==> src/rtl/fpu_addsub_issue_pkg.sv <==
// Shared FPU definitions: condition-code bit positions, canonical quiet NaN and FIFO entry layout.
package fpu_addsub_issue_pkg;

  localparam int unsigned FpuBitWidth = 16;
  localparam int unsigned FpuExpWidth = 5;
  localparam int unsigned FpuSigWidth = 10;

  // Bit positions within a {Z,C,N,V} condition-code nibble.
  localparam int unsigned CcZ = 3;
  localparam int unsigned CcC = 2;
  localparam int unsigned CcN = 1;
  localparam int unsigned CcV = 0;

  typedef struct packed {
    logic                   sub;
    logic [FpuBitWidth-1:0] op1;
    logic [FpuBitWidth-1:0] op2;
  } fifoEntry_t;

  // {0, all-ones exponent, fraction MSB set, rest zero}; callers truncate to their width.
  function automatic logic [63:0] canonicalQnan(input int unsigned expWidth,
                                                input int unsigned sigWidth);
    logic [63:0] nan;
    nan = ((64'd1 << expWidth) - 64'd1) << sigWidth;
    nan = nan | (64'd1 << (sigWidth - 1));
    return nan;
  endfunction

endpackage

==> src/rtl/fpu_op_fifo.sv <==
// Parameterised synchronous FIFO with asynchronous active-high reset and occupancy count.
module fpu_op_fifo #(
  parameter int unsigned WIDTH = 8,
  parameter int unsigned DEPTH = 2
) (
  input  logic                       clock,
  input  logic                       reset,
  input  logic                       push,
  input  logic [WIDTH-1:0]           pushData,
  input  logic                       pop,
  output logic [WIDTH-1:0]           popData,
  output logic [$clog2(DEPTH+1)-1:0] count,
  output logic                       empty
);
  localparam int unsigned PtrWidth   = $clog2(DEPTH);
  localparam int unsigned CountWidth = $clog2(DEPTH + 1);

  logic [WIDTH-1:0]    mem [DEPTH];
  logic [PtrWidth-1:0] wrPtr, rdPtr;
  logic                doPush, doPop;

  assign empty   = (count == '0);
  assign doPush  = push && (count < CountWidth'(DEPTH));
  assign doPop   = pop && !empty;
  assign popData = mem[rdPtr];

  always_ff @(posedge clock) begin
    if (doPush) mem[wrPtr] <= pushData;
  end

  // DEPTH is a power of two, so the pointers wrap naturally.
  always_ff @(posedge clock or posedge reset) begin
    if (reset) begin
      wrPtr <= '0;
      rdPtr <= '0;
      count <= '0;
    end else begin
      if (doPush) wrPtr <= wrPtr + PtrWidth'(1);
      if (doPop)  rdPtr <= rdPtr + PtrWidth'(1);
      unique case ({doPush, doPop})
        2'b10:   count <= count + CountWidth'(1);
        2'b01:   count <= count - CountWidth'(1);
        default: count <= count;
      endcase
    end
  end

endmodule

==> src/rtl/fpu_addsub_issue.sv <==
// Issue/retire stage around the combinational FPU add/sub unit.
// Define FPU_SPECIAL_CASE_EN to resolve NaN/Inf operands locally instead of using the unit's result.
module fpu_addsub_issue
  import fpu_addsub_issue_pkg::*;
#(
  parameter int unsigned BIT_WIDTH  = FpuBitWidth,
  parameter int unsigned EXP_WIDTH  = FpuExpWidth,
  parameter int unsigned SIG_WIDTH  = FpuSigWidth,
  parameter int unsigned FIFO_DEPTH = 2
) (
  input  logic                 clock,
  input  logic                 reset,
  input  logic                 inValid,
  output logic                 inReady,
  input  logic                 inSub,
  input  logic [BIT_WIDTH-1:0] inOp1,
  input  logic [BIT_WIDTH-1:0] inOp2,
  output logic                 sub,
  output logic [BIT_WIDTH-1:0] fpuAddSubIn1,
  output logic [BIT_WIDTH-1:0] fpuAddSubIn2,
  output logic                 fpuAddSubS1,
  output logic                 fpuAddSubS2,
  output logic [EXP_WIDTH-1:0] fpuAddSubE1,
  output logic [EXP_WIDTH-1:0] fpuAddSubE2,
  output logic [SIG_WIDTH-1:0] fpuAddSubSig1,
  output logic [SIG_WIDTH-1:0] fpuAddSubSig2,
  input  logic [BIT_WIDTH-1:0] fpuAddSubOut,
  input  logic [3:0]           condCodes,
  output logic                 outValid,
  input  logic                 outReady,
  output logic [BIT_WIDTH-1:0] outResult,
  output logic [3:0]           outCondCodes,
  output logic                 outSpecial,
  output logic [15:0]          opCount
);
  localparam int unsigned CountWidth = $clog2(FIFO_DEPTH + 1);

  fifoEntry_t            pushEntry, headEntry;
  logic [CountWidth-1:0] fifoCount;
  logic                  fifoEmpty;
  logic                  issueValid, issueLoad, retireAdvance;
  logic                  isSpecial;
  logic [BIT_WIDTH-1:0]  specialResult;
  logic [3:0]            specialCond;

  assign pushEntry     = '{sub: inSub, op1: inOp1, op2: inOp2};
  assign inReady       = (fifoCount < CountWidth'(FIFO_DEPTH));
  assign retireAdvance = issueValid && (!outValid || outReady);
  assign issueLoad     = !fifoEmpty && (!issueValid || retireAdvance);

  fpu_op_fifo #(
    .WIDTH($bits(fifoEntry_t)),
    .DEPTH(FIFO_DEPTH)
  ) u_fifo (
    .clock   (clock),
    .reset   (reset),
    .push    (inValid && inReady),
    .pushData(pushEntry),
    .pop     (issueLoad),
    .popData (headEntry),
    .count   (fifoCount),
    .empty   (fifoEmpty)
  );

  always_ff @(posedge clock or posedge reset) begin
    if (reset) begin
      issueValid    <= 1'b0;
      sub           <= 1'b0;
      fpuAddSubIn1  <= '0;
      fpuAddSubIn2  <= '0;
      fpuAddSubS1   <= 1'b0;
      fpuAddSubS2   <= 1'b0;
      fpuAddSubE1   <= '0;
      fpuAddSubE2   <= '0;
      fpuAddSubSig1 <= '0;
      fpuAddSubSig2 <= '0;
    end else if (issueLoad) begin
      issueValid    <= 1'b1;
      sub           <= headEntry.sub;
      fpuAddSubIn1  <= headEntry.op1;
      fpuAddSubIn2  <= headEntry.op2;
      fpuAddSubS1   <= headEntry.op1[BIT_WIDTH-1];
      fpuAddSubS2   <= headEntry.op2[BIT_WIDTH-1];
      fpuAddSubE1   <= headEntry.op1[BIT_WIDTH-2 -: EXP_WIDTH];
      fpuAddSubE2   <= headEntry.op2[BIT_WIDTH-2 -: EXP_WIDTH];
      fpuAddSubSig1 <= headEntry.op1[SIG_WIDTH-1:0];
      fpuAddSubSig2 <= headEntry.op2[SIG_WIDTH-1:0];
    end else if (retireAdvance) begin
      issueValid <= 1'b0;
    end
  end

`ifdef FPU_SPECIAL_CASE_EN
  logic nan1, nan2, inf1, inf2, effS2, infSign;

  always_comb begin
    nan1          = (&fpuAddSubE1) && (|fpuAddSubSig1);
    nan2          = (&fpuAddSubE2) && (|fpuAddSubSig2);
    inf1          = (&fpuAddSubE1) && !(|fpuAddSubSig1);
    inf2          = (&fpuAddSubE2) && !(|fpuAddSubSig2);
    effS2         = fpuAddSubS2 ^ sub;
    infSign       = inf1 ? fpuAddSubS1 : effS2;
    isSpecial     = nan1 || nan2 || inf1 || inf2;
    specialCond   = 4'b0000;
    specialResult = '0;
    // Opposite-signed infinities cancel to NaN just like a NaN operand does.
    if (nan1 || nan2 || (inf1 && inf2 && (fpuAddSubS1 != effS2))) begin
      specialResult    = BIT_WIDTH'(canonicalQnan(EXP_WIDTH, SIG_WIDTH));
      specialCond[CcV] = 1'b1;
    end else begin
      specialResult    = {infSign, {EXP_WIDTH{1'b1}}, {SIG_WIDTH{1'b0}}};
      specialCond[CcN] = infSign;
    end
  end
`else
  assign isSpecial     = 1'b0;
  assign specialResult = '0;
  assign specialCond   = 4'b0000;
`endif

  always_ff @(posedge clock or posedge reset) begin
    if (reset) begin
      outValid     <= 1'b0;
      outResult    <= '0;
      outCondCodes <= 4'b0000;
      outSpecial   <= 1'b0;
      opCount      <= 16'd0;
    end else begin
      if (retireAdvance) begin
        outValid     <= 1'b1;
        outResult    <= isSpecial ? specialResult : fpuAddSubOut;
        outCondCodes <= isSpecial ? specialCond : condCodes;
        outSpecial   <= isSpecial;
      end else if (outReady) begin
        outValid <= 1'b0;
      end
      if (outValid && outReady) opCount <= opCount + 16'd1;
    end
  end

endmodule

==> config.mk <==
export PLATFORM = sky130hd
export DESIGN_NAME = fpu_addsub_issue
export DESIGN_NICKNAME = d
export VERILOG_FILES = /design/src/rtl/fpu_addsub_issue_pkg.sv /design/src/rtl/fpu_op_fifo.sv /design/src/rtl/fpu_addsub_issue.sv
export SDC_FILE = /design/constraint.sdc
export NUM_CORES = 1
export LEC_CHECK = 0
export CAP_MARGIN = 20
export CORE_MARGIN = 5
export CORE_UTILIZATION = 47
export CTS_CLUSTER_SIZE = 12
export DETAILED_ROUTE_END_ITERATION = 16
export PLACE_DENSITY = 0.8
export SETUP_SLACK_MARGIN = 0.02
export SYNTH_ARGS = -nofsm -noshare
export SYNTH_HDL_FRONTEND = slang
export SYNTH_SLANG_ARGS = --single-unit
==> constraint.sdc <==
create_clock -name clock -period 2.8 [get_ports clock]
set_clock_uncertainty 0.1 [all_clocks]
set_input_delay 0.56 -clock clock [delete_from_list [all_inputs] [get_ports clock]]
set_output_delay 0.56 -clock clock [all_outputs]
set_load 0.05 [all_outputs]
## Word-level counts from Yosys, hierarchy flattened

Memories as Yosys holds them, arrays and structs flattened.
Index checks and enable logic that the tools add are counted.

| storage, ports and cells | value |
|---|---|
| ROM bits | 0 |
| memories kept | 1 |
| bits in writable memories | 66 |
| logic and storage cells | 48 |
| bits in latches | 0 |
| register bits | 107 |

Memories:

| name | depth | bits a word | rd ports | clocked after Yosys merged registers in | write ports | line | text |
|---|---|---|---|---|---|---|---|
| u_fifo.mem | 2 | 33 | 1 | 0 | 1 | fpu_op_fifo.sv:18 | `logic [WIDTH-1:0] mem [DEPTH];` |

| cells by class | value |
|---|---|
| $lt $le $gt $ge | 1 |
| muxes and demuxes | 7 |
| bitwise operators | 0 |
| equality and inequality tests | 2 |
| shift operators | 0 |
| add/sub/neg operators | 5 |
| multiply operators | 0 |
| reductions and logical operators | 15 |
| divide/modulo/power cells | 0 |

Operators by type and width:

| kind | count |
|---|---|
| 16-bit by 1-bit adder with 16-bit output, second input constant | 1 |
| 1-bit logical AND | 6 |
| 1-bit 2-to-1 mux | 6 |
| 2-bit nonzero test | 3 |
| 2-bit case mux with 2 select lines | 1 |
| 1-bit logical NOT | 3 |
| 1-bit adder, second input constant | 2 |
| 2-bit by 1-bit adder with 2-bit output, second input constant | 1 |
| 2-bit by 1-bit equality test with 1-bit output, second input constant | 1 |
| 2-bit equality test, second input constant | 1 |
| 2-bit logical NOT | 1 |
| 1-bit logical OR | 2 |
| 2-bit less-than comparator, second input constant | 1 |
| 2-bit by 1-bit subtractor with 2-bit output, second input constant | 1 |

## Depth between registers and ports, before layout

| logic depth | value |
|---|---|
| depth in word-level cells | 8 |
| mapped depth | 7 |
| gate-level depth less buffers | 6 |

## Hierarchy

A second synthesis with hierarchy kept.

| unflattened totals | value |
|---|---|
| cell total of the unflattened synthesis | 339 |
| area total of the unflattened synthesis | 5730.5 um^2 |

Modules (own cells, without submodules):

| module | instances | cells each | seq. area each (um^2) | area an instance (um^2) |
|---|---|---|---|---|
| fpu_addsub_issue | 1 | 218 | 1776.7 | 3002.9 |
| fpu_op_fifo | 1 | 121 | 2082.0 | 2727.6 |

## Least setup slack after synthesis

No wires, ideal clock.

| path | value |
|---|---|
| kind | flip-flop to flip-flop |
| start point | reg u_fifo.count[1] |
| end point | mem u_fifo.mem[0][0] (netlist name) (enable) |
| buffers on the path | 0 |
| library setup time | 0.423 ns |
| path slack | -0.084 ns |
| required time | 2.277 ns |
| arrival | 2.360 ns |
| stages on the path, launching flop included | 4 |
| cell sequence | dfrtp_1 > inv_1 > nand2_1 > nor2_1 |

| on the way | value |
|---|---|
| word-level cells in the longest chain between the ends | 5 |

RTL lines:

| element | line | text |
|---|---|---|
| start: declaration | fpu_op_fifo.sv:12 | `output logic [$clog2(DEPTH+1)-1:0] count,` |
| start signal: assignment | fpu_op_fifo.sv:41 | `2'b10: count <= count + CountWidth'(1);` |
| start signal: assignment | fpu_op_fifo.sv:42 | `2'b01: count <= count - CountWidth'(1);` |
| start signal: assignment | fpu_op_fifo.sv:43 | `default: count <= count;` |
| 2-bit less-than comparator * | fpu_addsub_issue.sv:47 | `assign inReady = (fifoCount < CountWidth'(FIFO_DEPTH));` |
| net inReady | fpu_addsub_issue.sv:14 | `output logic inReady,` |
| 1-bit logical AND | fpu_addsub_issue.sv:57 | `.push (inValid && inReady),` |
| 1-bit logical AND * | fpu_op_fifo.sv:23 | `assign doPush = push && (count < CountWidth'(DEPTH));` |
| 1-bit 2-to-1 mux * | fpu_op_fifo.sv:28 | `if (doPush) mem[wrPtr] <= pushData;` |
| 1-bit 2-to-1 mux (implied by the code) * | fpu_op_fifo.sv:28 |  |
| end: declaration | fpu_op_fifo.sv:18 |  |

The timed path passes the listed nets; every way through them passes the cells marked *.

## Final worst setup path

| path | value |
|---|---|
| start point | reg u_fifo.count[1] |
| end point | out inReady |

| on the way | value |
|---|---|
| word-level cells in the longest chain between the ends | 1 |

RTL lines:

| element | line |
|---|---|
| 2-bit less-than comparator | fpu_addsub_issue.sv:47 |
| end: declaration | fpu_addsub_issue.sv:14 |

No other way between the ends.

==> impl_metrics.py <==
metrics = {
    "pwr": {
        "p_per_area_nw_per_um2": 1401,
        "leakage_nw": 3.053,
        "ir_drop_uv": 830.4,
        "finalPower_mw": 10.74,
    },
    "floorplanning": {
        "die_width_um": 117.8,
        "placementRows": 39,
        "start_util": 0.4780,
        "core-area_um2": 11420,
        "die_h_um": 117.8,
        "ios": 161,
        "dieArea_um2": 13870,
    },
    "clock_tree": {
        "cts_buffers": 17,
        "clk_pin_slew_ps": 60,
        "clockRootBuffer": "clkbuf_16",
        "cts_num_sinks": 141,
        "cts_buffer_depth": 2,
        "clk_latency_ps": 410,
        "cts_tree": "done",
        "cts_setup_buffers": 0,
        "hold_buffers": 0,
        "cts_resized": 0,
        "htreeDepth": 4,
    },
    "logic_synthesis": {
        "ys_types": 25,
        "syn_avg_cell_area_um2": 14.75,
        "synth_flop_cell": "dfrtp_1",
        "ys_seq_area_frac": 0.7070,
        "yosysMostFrequentCell": "dfrtp_1",
        "synth_area_um2": 5458,
        "synth_cells": 370,
        "synth_seq_cells": 141,
        "synth_enable_flop_cells": 66,
        "synth_top_area_share": 0.3631,
        "synth_top_cell_by_area": "edfxtp_1",
        "synth_commonest_cells": "75 x dfrtp_1, 66 x edfxtp_1, 40 x nor2_1",
        "async_flop_share": 0.5319,
        "syn_nets": 429,
        "synth_area_leaders": "edfxtp_1 36%, dfrtp_1 34%, mux2i_1 6.1%",
        "synth_warnings": 0,
    },
    "drt": {
        "firstDrtPassIters": 4,
        "drt_wl_total_um": 10880,
        "viasPerCell": 4.961,
        "wl_per_cell_um": 16.31,
        "drc": 0,
        "route.vias.total": 3309,
        "dr.first_iter.drc_count": 173,
        "ant_nets": 0,
    },
    "sta": {
        "tightest_slew_ps": 645.6,
        "fin_hold_ws_ps": 377.0,
        "maxSlewViolCount": 0,
        "hold_violations": 0,
        "tns_ps": 0,
        "fmax_mhz": 413.4,
        "fin_crit_sh": 0.8640,
        "setup_viol": 0,
        "rsz0062_at_grt": "false",
        "max_slew_margin": 0.5691,
        "min_period_ps": 2419,
    },
    "cells_and_area": {
        "layout-drive-gt1-share": 0.1298,
        "area_growth_pct": 40.39,
        "diodes": 0,
        "finalNetCount": 570,
        "final_util": 0.6711,
    },
    "setup_path": {
        "r2r_start": "u_fifo.rdPtr",
        "critPathKind": "reg -> out",
        "path_max_fanout": 4,
        "startpoint": "u_fifo.count[1]",
        "crit_path_max_incr_delay_ps": 840,
        "crit_buf_inv": 2,
        "critPathSlowestCell": "clkdlybuf4s50_1",
        "startpoint_type": "flop",
        "critPathTopFamily": "buffers and inverters",
        "crit_chain": "inv_1 -> clkdlybuf4s50_1",
        "required_ps": 2140,
        "worstSetupEndpointType": "primary output",
        "arrival_ps": 1760,
    },
    "place": {
        "numPortBuffers": 159,
        "post-dp-hpwl_um": 7588,
        "gp_congestion": 0.7108,
    },
    "status": {
        "status": "completed",
    },
    "global_route": {
        "grt_max_degree": 68,
        "first_global_vias": 3656,
        "antenna_found_initial": 0,
        "grt_overflow": 0,
        "grt_usage": 0.1670,
        "grt_pass1_wl_um": 18560,
    },
    "job": {
        "cap_violations": 0,
    },
    "hold_path": {
        "min_path_type": "reg -> reg",
        "hp-start": "opCount[15]",
    },
}
==> worst paths after layout <==
path | endpoint | slack [ps] | depth (start not counted)
max | inReady | 380 | 2
min | opCount[15] | 380 | 1
max reg2reg | fpuAddSubIn1[12] | 1110 | 3
min reg2reg | opCount[15] | 380 | 1
max in group asynchronous | u_fifo.rdPtr | 1550 | 3
min in group asynchronous | outResult[0] | 440 | 2
==> logic make-up after synthesis <==
family / count (synthesis) / synth area share
mux: 54 / 0.1039
flops: 141 / 0.7070
xor+xnor: 20 / 0.03210
fa+ha+maj: 2 / 0.004584
other cells: 1 / 0.0006871
simple gates: 65 / 0.05708
buf+inv: 52 / 0.06190
compound gates: 35 / 0.03278
==> layer usage <==
layer	vias up	wire, um	GRT usage	share of wire
li1	1557	-	-	-
met1	1617	4443	0.1947	0.41
met2	116	5645	0.2910	0.52
met3	19	644	0.05863	0.059
met4	0	146	0.04803	0.013
met5	-	0	0	0
==> flip-flops by register name, summed over array words and instances, names as in the netlist <==
register and cells:
u_fifo.wrPtr 1, u_fifo.rdPtr 1, issueValid 1, u_fifo.count 2
outResult 16, fpuAddSubIn1 16, sub 1, fpuAddSubIn2 16
u_fifo.mem 66, outValid 1, outCondCodes 4, opCount 16
==> per-stage QoR <==
stage          setup slack [ps]  std cells  cell area [um^2]
2_1_floorplan             230.0        370              5460
3_3_place_gp              532.4        635              7030
3_5_place_dp              475.0        635              7030
4_1_cts                   345.6        667              7662
5_1_grt                   283.2        667              7662
6_report                  380.8        667              7662
==> placed cells by master (no fill, tap or decap), types with 2 or more instances in the layout <==
master,count
clkdlybuf4s50_1,159
dfrtp_1,74
edfxtp_1,66
nor2_1,39
mux2i_1,33
a21oi_1,33
mux2_2,20
clkbuf_16,20
xnor2_1,13
nand3_1,10
xor2_1,7
nand2_1,6
buf_4,6
inv_1,5
clkinv_4,4
clkinv_2,3
buf_12,3
and3_1,2
ha_1,2
bufinv_16,2
==> area by class of cell <==
class	instances	area [um^2]
Clock buffer	21	504.2
Clock inverter	11	127.6
Fill cell	793	3756
Inverter	6	23.77
Multi-Input combinational cell	177	1271
Sequential cell	141	3860
Tap cell	143	178.9
Timing Repair Buffer	168	1697
==> power by group <==
group / total (mW) / switching (mW) / internal, mW
clock network: 2.32 / 0.844 / 1.48
logic: 5.10 / 3.35 / 1.75
registers: 3.31 / 0.479 / 2.84
Note: power is estimated with default switching activity, not from simulation.
